## config.mk

```make
export PLATFORM = sky130hd
export DESIGN_NAME = instr_fetch_unit
export DESIGN_NICKNAME = d
export VERILOG_FILES = /design/src/rtl/mips_pkg.sv /design/src/rtl/fetch_fifo.sv /design/src/rtl/instr_fetch_unit.sv
export SDC_FILE = /design/constraint.sdc
export NUM_CORES = 1
export LEC_CHECK = 0
export CORE_MARGIN = 10
export CORE_UTILIZATION = 55
export CTS_CLUSTER_DIAMETER = 30
export DETAILED_ROUTE_END_ITERATION = 10
export DONT_BUFFER_PORTS = 1
export PLACE_DENSITY = 0.73
export SLEW_MARGIN = 20
export SYNTH_ARGS = -nofsm -noshare
export SYNTH_HDL_FRONTEND = slang
export SYNTH_SLANG_ARGS = --single-unit
export TNS_END_PERCENT = 10
```

## constraint.sdc

```tcl
create_clock -name clk -period 4 [get_ports clk]
set_clock_uncertainty 0.15 [all_clocks]
set_input_delay 0.4 -clock clk [delete_from_list [all_inputs] [get_ports clk]]
set_output_delay 0.4 -clock clk [all_outputs]
set_load 0.02 [all_outputs]
```

## src/rtl/mips_pkg.sv

```systemverilog
// Shared types for the fetch stage: word/address types, FIFO entry layout and
// the fetch control states.
package mips_pkg;

  typedef logic [31:0] word_t;
  typedef logic [29:0] waddr_t;

  typedef enum logic [1:0] {
    F_EMPTY = 2'd0,
    F_FILL  = 2'd1,
    F_FULL  = 2'd2
  } fetch_state_t;

  localparam word_t RESET_VECTOR = 32'h0000_0000;

  typedef struct packed {
    word_t  instr;
    waddr_t addr;
  } fetch_entry_t;

  function automatic word_t byte_addr(input waddr_t a);
    return {a, 2'b00};
  endfunction

endpackage

```

## src/rtl/fetch_fifo.sv

```systemverilog
// Small synchronous FIFO of fetched {instruction, word address} pairs.
// Flush clears occupancy in one edge and wins over push/pop.
module fetch_fifo
  import mips_pkg::*;
#(
  parameter int DEPTH = 2
) (
  input  logic                       clk,
  input  logic                       reset,
  input  logic                       push,
  input  logic                       pop,
  input  logic                       flush,
  input  fetch_entry_t               wr_entry,
  output logic [$clog2(DEPTH):0]     count,
  output fetch_entry_t               head
);

  localparam int PW = $clog2(DEPTH);
  localparam int CW = PW + 1;

  fetch_entry_t  mem_q [DEPTH];
  logic [PW-1:0] rd_ptr_q, rd_ptr_d;
  logic [PW-1:0] wr_ptr_q, wr_ptr_d;
  logic [CW-1:0] count_q, count_d;

  always_comb begin
    // NOTE: every always_comb output gets a default first so no path can infer a latch.
    rd_ptr_d = rd_ptr_q;
    wr_ptr_d = wr_ptr_q;
    count_d  = count_q;
    if (flush) begin
      rd_ptr_d = '0;
      wr_ptr_d = '0;
      count_d  = '0;
    end else begin
      if (push) wr_ptr_d = wr_ptr_q + 1'b1;
      if (pop)  rd_ptr_d = rd_ptr_q + 1'b1;
      count_d = count_q + CW'(push) - CW'(pop);
    end
  end

  always_ff @(posedge clk or posedge reset) begin
    // NOTE: sequential state uses non-blocking assignments so all flops update together.
    if (reset) begin
      rd_ptr_q <= '0;
      wr_ptr_q <= '0;
      count_q  <= '0;
    end else begin
      rd_ptr_q <= rd_ptr_d;
      wr_ptr_q <= wr_ptr_d;
      count_q  <= count_d;
    end
  end

  // NOTE: storage is left unreset; occupancy is tracked by count_q and the head is gated downstream.
  always_ff @(posedge clk) begin
    if (push && !flush) mem_q[wr_ptr_q] <= wr_entry;
  end

  assign count = count_q;
  assign head  = mem_q[rd_ptr_q];

endmodule

```

## src/rtl/instr_fetch_unit.sv

```systemverilog
// Fetch stage: owns the fetch PC, reads the ROM combinationally, queues words
// in fetch_fifo and hands them to decode; redirects flush and restart fetch.
module instr_fetch_unit
  import mips_pkg::*;
#(
  parameter word_t RESET_PC = RESET_VECTOR,
  parameter int    DEPTH    = 2
) (
  input  logic        clk,
  input  logic        reset,
  output logic [29:0] imem_pc,
  input  logic [31:0] imem_instr,
  input  logic        redir_valid,
  input  logic [31:0] redir_pc,
  output logic        out_valid,
  input  logic        out_ready,
  output logic [31:0] out_instr,
  output logic [31:0] out_pc,
  output logic [31:0] out_pc_plus4
);

  localparam int CW = $clog2(DEPTH) + 1;

  waddr_t        fpc_q, fpc_d;
  fetch_state_t  state_q, state_d;
  logic [CW-1:0] count, count_next;
  fetch_entry_t  head, wr_entry;
  logic          push, pop;
  logic [1:0]    unused_redir_lsbs;

  assign unused_redir_lsbs = redir_pc[1:0];

  assign out_valid = (state_q != F_EMPTY);
  assign pop       = out_valid & out_ready;
  assign push      = ~redir_valid & ((count < CW'(DEPTH)) | pop);
  assign wr_entry  = '{instr: imem_instr, addr: fpc_q};

  always_comb begin
    fpc_d = fpc_q;
    if (redir_valid) fpc_d = redir_pc[31:2];
    else if (push)   fpc_d = fpc_q + 1'b1;
  end

  // Next state follows the occupancy the FIFO will hold after this edge.
  always_comb begin
    count_next = redir_valid ? '0 : count + CW'(push) - CW'(pop);
    state_d    = F_FILL;
    if (redir_valid || count_next == '0) state_d = F_EMPTY;
    else if (count_next == CW'(DEPTH))   state_d = F_FULL;
  end

  always_ff @(posedge clk or posedge reset) begin
    if (reset) begin
      fpc_q   <= RESET_PC[31:2];
      state_q <= F_EMPTY;
    end else begin
      fpc_q   <= fpc_d;
      state_q <= state_d;
    end
  end

  fetch_fifo #(.DEPTH(DEPTH)) u_fifo (
    .clk      (clk),
    .reset    (reset),
    .push     (push),
    .pop      (pop),
    .flush    (redir_valid),
    .wr_entry (wr_entry),
    .count    (count),
    .head     (head)
  );

  assign imem_pc      = fpc_q;
  assign out_instr    = out_valid ? head.instr : '0;
  assign out_pc       = out_valid ? byte_addr(head.addr) : '0;
  assign out_pc_plus4 = out_valid ? byte_addr(head.addr) + 32'd4 : '0;

endmodule

```

==> metrics.csv, run 1 <==
metric,value,unit
p_sw_share,40.62,%
drc,0,
synth_edf_count,124,
p_comb_share,37.3,%
drive_above_1_share,10.03,%
clk_latency,0.41,ns
core,0.01377,mm2
async_reset_ff_share,22.50,%
gp_congestion,0.8454,
dp_hpwl,13420,um
netlist.area_leader.share,48.64,%
crit_type,reg -> out,
cts_buffers,17,
setup_viol,0,
intPower,3.923,mW
drtIter0Drc,304,
synth_top_area_cell,edfxtp_1,
num_antenna_cells,0,
status,"finished, final reports clean",
clkPwrFrac,25.0,%
clk_pin_slew_worst_paths,0.06,ns
power_density,720.2,mW/mm2
synth_cell_types,56,
die_w,138.0,um
firstDrtPassIters,5,
yosys.cell_count.top_type,edfxtp_1,
final_max_slew_viol_count,0,
overflow,0,
die_area,0.01904,mm2
place_inst,802,
synth_area_leaders,"edfxtp_1 49%, dfrtp_1 12%, mux2i_1 7.6%, nor2_1 4.0%, xnor2_1 3.0%",
die_h,138.0,um
start_util,55.59,%
required,3.45,ns
hp-class,in -> reg,
finalHoldViolCount,0,
seqPwrFrac,37.7,%
track_usage,19.37,%
power.leakage,3.227,nW
grt_max_degree,63,
syn_to_final_growth,19.81,%
min_period_over_period,91.67,%
final_nets,777,
slew_headroom,46.48,%
syn_area,0.007656,mm2
routedWlPerCell,20.61,um
p_switching,2.684,mW
clkSinkCount,160,
io_buffers,0,
grt_pass1_wl,28300,um
cts_buffer_depth,2,
cp_max_fo,36,
post_layout_nonfiller_instances,898,
drv_cap,0,
synth-warning-count,0,
fin_tns_setup,0,ns
vias,5248,
max_freq,272.7,MHz
critPathArrivalTime,3.12,ns
ys.flop_type,edfxtp_1,
viasPerCell,5.844,
grt_pass1_vias,5211,
synth-seq-cells,160,
finalCriticalPeriod,3.667,ns
htreeDepth,4,
drtAntennaViolNets,0,
syn_area_per_cell,12.09,um2
antenna_found_initial,0,
cts_tree,done,
worst_pin_slew,0.8012,ns
clock-root-buffer,clkbuf_16,
ys_seq_area_share,60.40,%
worst_setup_path_start_kind,register,
wl,18510,um
syn_inst,633,
synth_commonest_cells,"124 x edfxtp_1, 82 x nor2_1, 58 x mux2i_1, 56 x nand2_1, 36 x dfrtp_1",
ir_drop,0.3290,mV
cts_resized,0,
rsz0062_at_grt,no,
num_rows,43,
end_kind,output pin,
ios,195,
==> placed cells by master (no fill, tap or decap), types with 18 or more instances in the layout <==
| cell | count |
|---|---|
| nand2_1 | 56 |
| buf_4 | 18 |
| edfxtp_1 | 124 |
| mux2i_1 | 58 |
| dlygate4sd3_1 | 63 |
| nor2_1 | 81 |
| xnor2_1 | 26 |
| nand3_1 | 19 |
| dfrtp_1 | 35 |
| o21ai_0 | 28 |
==> power groups by stage <==
stage          Combinational [mW]  Clock [mW]  Sequential [mW]
5_1_grt                      2.67        1.77             2.53
4_1_cts                      2.50        1.69             2.49
6_report                     2.46        1.65             2.49
3_3_place_gp                 2.39           0             2.51
2_1_floorplan                1.97           0             2.41
3_5_place_dp                 2.43           0             2.53
==> final timing paths <==
path,start,to,slack (ns),depth (start not counted)
min reg2reg,u_fifo.wr_ptr_q,u_fifo.wr_ptr_q,0.49,2
max in group asynchronous,reset,u_fifo.rd_ptr_q,2.93,3
min in group asynchronous,reset,imem_pc[2],0.40,3
min,redir_valid,imem_pc[29],0.08,2
max reg2reg,state_q[1],u_fifo.mem_q[0][38],1.59,4
max,u_fifo.rd_ptr_q,out_pc_plus4[28],0.33,8
==> sequential cells by signal (all words and copies together), names as in the netlist <==
signal	count
u_fifo.count	2
state_q	2
imem_pc	30
u_fifo.rd_ptr_q	1
u_fifo.mem_q	124
u_fifo.wr_ptr_q	1
==> worst max-delay path, stage by stage, from the launching register on <==
cell and delay [ns]:
dfrtp_4 0.65, mux2_2 0.32, ha_1 0.14, inv_1 0.10, a211oi_4 0.45, nand4_2 0.31
o31a_1 0.36, nor3_1 0.18, buf_4 0.17
==> through the flow <==
stage | total power [mW] | util [%] | hold WS (ns) | setup WS, ns | cell area [um2]
2_1_floorplan | 4.377 | - | 0.3489 | 0.7565 | 7670
3_3_place_gp | 4.897 | 57.39 | 0.2641 | 0.8320 | 7905
3_5_place_dp | 4.958 | 57.39 | 0.2776 | 0.7803 | 7905
4_1_cts | 6.684 | 66.60 | 0.03965 | 0.3311 | 9173
5_1_grt | 6.972 | 66.60 | 0.08210 | 0.1499 | 9173
6_report | 6.606 | 66.60 | 0.07885 | 0.3333 | 9173
==> metal layers <==
layer | vias to the layer above | GRT usage, % | routed length [um]
met5 | - | 0 | 0
met1 | 2533 | 23.74 | 7458
met2 | 229 | 31.57 | 9002
li1 | 2453 | - | -
met3 | 33 | 5.725 | 1677
met4 | 0 | 7.648 | 373
==> layout make-up <==
| cell class | count | area [um2] |
|---|---|---|
| Multi-Input combinational cell | 432 | 2855 |
| Inverter | 11 | 41.29 |
| Tap cell | 180 | 225.2 |
| Clock inverter | 14 | 187.7 |
| Clock buffer | 18 | 429.2 |
| Sequential cell | 160 | 4628 |
| Fill cell | 1027 | 4601 |
| Timing Repair Buffer | 83 | 805.8 |
==> what timing repair did <==
item | 4_1_cts | 5_1_grt
buffers inserted | 0 | 0
endpoints found under the hold margin | 136 | 0
hold buffers | 64 | 0
==> cell families (layout without fill, tap and decap cells) <==
logic type      Yosys count  after routing  synth area share, %
other cells               1              4              0.04898
simple gates            241            241                15.90
flops                   160            160                60.40
buf+inv                  44            126                2.664
fa+ha+maj                 4              4               0.6537
compound gates           74             74                6.652
mux                      66             66                8.760
xor+xnor                 43             43                4.919
Note: power is estimated with default switching activity, not from simulation.
==> run 2: changes to the inputs <==
--- a/config.mk
+++ b/config.mk
@@ -7,6 +7,7 @@
 export LEC_CHECK = 0
 export CORE_MARGIN = 10
 export CORE_UTILIZATION = 55
+export CTS_BUF_LIST = sky130_fd_sc_hd__clkbuf_8
 export CTS_CLUSTER_DIAMETER = 30
 export DETAILED_ROUTE_END_ITERATION = 10
 export DONT_BUFFER_PORTS = 1
==> run 2 against run 1 <==
Clock-buffer cell count down 1. Hold slack better by 0.035 ns. Design area down 2.0%. Clock power down 25%. Non-clock buffer count up 1. Sequential cell count unchanged. Combinational power about the same. Worst setup slack worse by 0.026 ns. Routed wire length up 0.15%.
==> metrics.csv, run 2 (same netlist as run 1, synthesis figures left out) <==
metric,value,unit
vias,5210,
die_w,138.0,um
clk_latency,0.44,ns
overflow,0,
p_sw_share,42.66,%
largest_reg_flops,124,
clkSinkCount,160,
cp_max_fo,36,
grt_max_degree,63,
io_buffers,0,
cts_tree,done,
setup_viol,0,
cts_hold_buf,65,
drc,0,
worstHoldStart,redir_valid,
regMostFlops,u_fifo.mem_q,
syn_to_final_growth,17.44,%
final_nets,778,
drtIter0Drc,293,
cts_buffer_depth,2,
reg2reg_depth,4,
rr_startpoint,state_q[1],
cp_slowest_stage_delay,0.66,ns
power.leakage,3.148,nW
final_max_slew_viol_count,0,
start_util,55.59,%
die_area,0.01904,mm2
cp_slowest_cell,dfrtp_4,
crit_type,reg -> out,
critPathArrivalTime,3.14,ns
antenna_found_initial,0,
critPathTopFamily,compound AO/OA/AOI/OAI gates,
reg2reg_slack,1.56,ns
p_comb_share,39.8,%
end_kind,output pin,
grt_pass1_vias,5221,
slew_headroom,45.87,%
ios,195,
rsz0062_at_grt,no,
htreeDepth,4,
hold_end,u_fifo.wr_ptr_q,
viasPerCell,5.795,
power.total,6.197,mW
post_layout_nonfiller_instances,899,
dp_hpwl,13420,um
required,3.45,ns
track_usage,19.43,%
ir_drop,0.3569,mV
cts_resized,0,
stdcell_area,0.008991,mm2
place_inst,802,
drtAntennaViolNets,0,
grt_pass1_wl,28290,um
intPower,3.554,mW
layout_commonest_cell,edfxtp_1,
clkPwrFrac,20.1,%
drive_above_1_share,10.01,%
worst_r2r_endpoint,u_fifo.mem_q[0][46],
placedInstanceArea,0.007905,mm2
status,"finished, final reports clean",
fin_tns_setup,0,ns
post_cts_buffers,0,
finalHoldViolCount,0,
min_period_over_period,92.31,%
holdPathStages,2,
gp_congestion,0.8454,
clk_pin_slew_worst_paths,0.09,ns
hp-class,in -> reg,
num_rows,43,
crit_buf_inv,2,
worst_setup_path_start_kind,register,
crit_chain,mux2_2 > ha_1 > inv_1 > a211oi_4 > nand4_2 > o31a_1 > nor3_1 > buf_4,
clock-root-buffer,clkbuf_8,
cts_buffers,17,
power_density,689.3,mW/mm2
seqPwrFrac,40.1,%
core,0.01377,mm2
worst_pin_slew,0.8103,ns
wl,18540,um
num_antenna_cells,0,
routedWlPerCell,20.62,um
layout_common_cells,"124 x edfxtp_1, 81 x nor2_1, 64 x dlygate4sd3_1",
die_h,138.0,um
firstDrtPassIters,4,
p_switching,2.644,mW
drv_cap,0,
finalCriticalPeriod,3.692,ns
max_freq,270.8,MHz
## run 2: changes by cell type in the layout (fill, tap and decap cells not counted)
cell,delta
inv_1,+1
clkbuf_1,-1
clkbuf_16,-17
dlygate4sd3_1,+1
clkbuf_8,+17
## run 2: worst register-to-register path: stages (launching register included)
cell,delay (ns)
dfrtp_1,0.41
o21ai_2,0.17
a21oi_1,0.31
nor2b_4,0.74
buf_12,0.31
## run 2: worst max path at each step
stage                          startpoint  slack [ns]  depth (start not counted)          endpoint
after floorplan           u_fifo.rd_ptr_q        0.76                         10  out_pc_plus4[28]
after global placement    u_fifo.rd_ptr_q        0.83                          8  out_pc_plus4[28]
after detailed placement  u_fifo.rd_ptr_q        0.78                          8  out_pc_plus4[28]
after CTS                 u_fifo.rd_ptr_q        0.29                          8  out_pc_plus4[28]
after global routing      u_fifo.rd_ptr_q        0.10                          6  out_pc_plus4[27]
final                     u_fifo.rd_ptr_q        0.31                          8  out_pc_plus4[28]
## run 2: power by group through the flow
stage	clock, mW	combinational, mW	sequential (mW)
final	1.24	2.47	2.49
after global routing	1.36	2.67	2.53
after CTS	1.27	2.50	2.49
after detailed placement	0	2.43	2.53
after global placement	0	2.39	2.51
after floorplan	0	1.97	2.41
## run 2: layout make-up
type,count,area (um2)
inverter,11,41.29
sequential,160,4628
fill,1040,4782
tap,180,225.2
multi-input combinational,432,2855
clock inverter,15,191.4
clock buffer,17,234.0
timing repair buffer,84,815.8
## run 2: through the flow
stage          utilization [%]  worst slack (ns)  hold WS (ns)
2_1_floorplan                -            0.7565        0.3489
3_3_place_gp             57.39            0.8320        0.2641
6_report                 65.28            0.3076        0.1140
3_5_place_dp             57.39            0.7803        0.2776
5_1_grt                  65.28            0.1009        0.1099
4_1_cts                  65.28            0.2879       0.09119
## run 2: routing by layer
layer / track usage, % / routed length, um / share of wire (%)
met1: 23.78 / 7561 / 41
met2: 31.67 / 9042 / 49
met3: 6.123 / 1641 / 8.9
met4: 7.068 / 294 / 1.6
met5: 0 / 0 / 0
==> run 3: changes to the inputs <==
--- a/config.mk
+++ b/config.mk
@@ -11,8 +11,9 @@
 export CTS_CLUSTER_DIAMETER = 30
 export DETAILED_ROUTE_END_ITERATION = 10
 export DONT_BUFFER_PORTS = 1
+export GPL_ROUTABILITY_DRIVEN = 0
 export PLACE_DENSITY = 0.73
-export SLEW_MARGIN = 20
+export REMOVE_ABC_BUFFERS = 1
 export SYNTH_ARGS = -nofsm -noshare
 export SYNTH_HDL_FRONTEND = slang
 export SYNTH_SLANG_ARGS = --single-unit
==> run 3 against run 2 <==
Fmax down 1.3%. Total power is 2.7% higher. Worst setup slack worse by 0.047 ns. Sequential share of layout area decreased by 0.30 points. Global-route usage fell by 0.30 points. Non-clock buffer count is 2 lower. Via count is 0.23% lower. Combinational power hardly changed. Critical path depth is 2 lower. Core utilization is 0.38 points higher. Hold slack got worse by 0.068 ns. Clock-buffer cell count unchanged. Critical endpoint is now out_pc_plus4[25].
==> metrics.csv, run 3 (same netlist as run 1, synthesis figures left out) <==
metric,value,unit
drtIter0Drc,319,
top_usage_layer,met2,
hp-class,in -> reg,
post_cts_buffers,0,
grtUsageMet1,23.07,%
multi_input_area,0.002855,mm2
clk_pin_slew_worst_paths,0.08,ns
cts_buffers,17,
grtUsageMet3,6.522,%
cts_buffer_depth,2,
antenna_found_initial,0,
clk_latency,0.44,ns
worst_setup_path_start_kind,register,
drive_above_1_share,10.20,%
grt_pass1_wl,28010,um
drtAntennaViolNets,0,
cp_slowest_stage_delay,0.58,ns
end_kind,output pin,
cts_tree,done,
drv_cap,0,
seqCellArea,0.004628,mm2
routedWlPerCell,20.59,um
core,0.01377,mm2
fin_tns_setup,0,ns
layout_commonest_cell,edfxtp_1,
dp_hpwl,13110,um
finalCriticalPeriod,3.740,ns
setup_viol,0,
syn_to_final_growth,18.12,%
num_rows,43,
ios,195,
overflow,0,
regMostFlops,u_fifo.mem_q,
num-fill-cells,1014,
grt_max_degree,80,
slew_headroom,40.17,%
cp_slowest_cell,dfrtp_4,
firstDrtPassIters,4,
pre_cts_ws,0.7260,ns
critPathArrivalTime,3.19,ns
wl,18450,um
worst_pin_slew,0.8956,ns
vias,5198,
setup_ws,0.2605,ns
num_antenna_cells,0,
die_area,0.01904,mm2
final_nets,776,
drc,0,
die_w,138.0,um
htreeDepth,4,
required,3.45,ns
final_util,65.66,%
clock-root-buffer,clkbuf_8,
grt_pass1_vias,5214,
crit_chain,buf_4 > nand4_2 > a22oi_1 > nand4_1 > nor3_1 > mux2_1,
cp_max_fo,20,
min_period_over_period,93.49,%
layout_common_cells,"124 x edfxtp_1, 81 x nor2_1, 63 x dlygate4sd3_1",
ir_drop,0.5141,mV
max_freq,267.4,MHz
viasPerCell,5.801,
die_h,138.0,um
power_density,703.7,mW/mm2
finalHoldViolCount,0,
start_util,55.59,%
track_usage,19.13,%
grtUsageMet2,31.12,%
power.leakage,3.184,nW
clkSinkCount,160,
status,"finished, final reports clean",
rsz0062_at_grt,no,
io_buffers,0,
crit_type,reg -> out,
largest_reg_flops,124,
final_max_slew_viol_count,0,
==> run 3: critical path: cells and delay by family, from the launching register on <==
family | cells | cell delay (ns)
and+or+nand+nor | 3 | 0.90
DFF | 1 | 0.58
muxes | 1 | 0.45
AOI/OAI and AO/OA | 1 | 0.42
buffers and inverters | 1 | 0.38
==> run 3: final cells by class <==
| type | count | share of cell area [%] |
|---|---|---|
| clock buffer | 17 | 2.587 |
| timing repair buffer | 82 | 8.827 |
| sequential | 160 | 51.18 |
| clock inverter | 14 | 2.892 |
| multi-input combinational | 432 | 31.57 |
| inverter | 11 | 0.4566 |
| tap | 180 | 2.490 |
==> run 3: repair_timing <==
item / CTS / global route
hold buffers: 64 / 0
hold endpoints to repair: 136 / 0
gates resized for setup: 0 / 0
==> run 3: report_power, final <==
group	internal (mW)	switching [mW]
combinational	0.678	1.79
clock	0.867	0.561
sequential	2.19	0.281
==> run 3: final timing paths <==
check	from	to	slack, ns	depth (start not counted)
setup / recovery	u_fifo.rd_ptr_q	out_pc_plus4[25]	0.26	6
hold / removal	redir_valid	imem_pc[29]	0.05	2
setup reg to reg	imem_pc[16]	imem_pc[29]	1.55	5
hold reg to reg	u_fifo.wr_ptr_q	u_fifo.wr_ptr_q	0.48	2
max in group asynchronous	reset	u_fifo.rd_ptr_q	3.00	3
min in group asynchronous	reset	imem_pc[13]	0.35	3
==> run 3: metal layers <==
layer,vias to the layer above,wire length [um]
met1,2523,7444
met4,0,407
li1,2446,-
met5,-,0
met3,25,1646
met2,204,8955
==> run 3: metrics by stage <==
step / hold WS [ns] / cell area (um2) / power (mW) / instances
2_1_floorplan: 0.3156 / 7505 / 4.371 / 603
3_3_place_gp: 0.2626 / 7898 / 4.883 / 801
3_5_place_dp: 0.2714 / 7898 / 4.926 / 801
4_1_cts: 0.01893 / 9044 / 6.417 / 896
5_1_grt: 0.02115 / 9044 / 6.719 / 896
6_report: 0.04556 / 9044 / 6.364 / 896
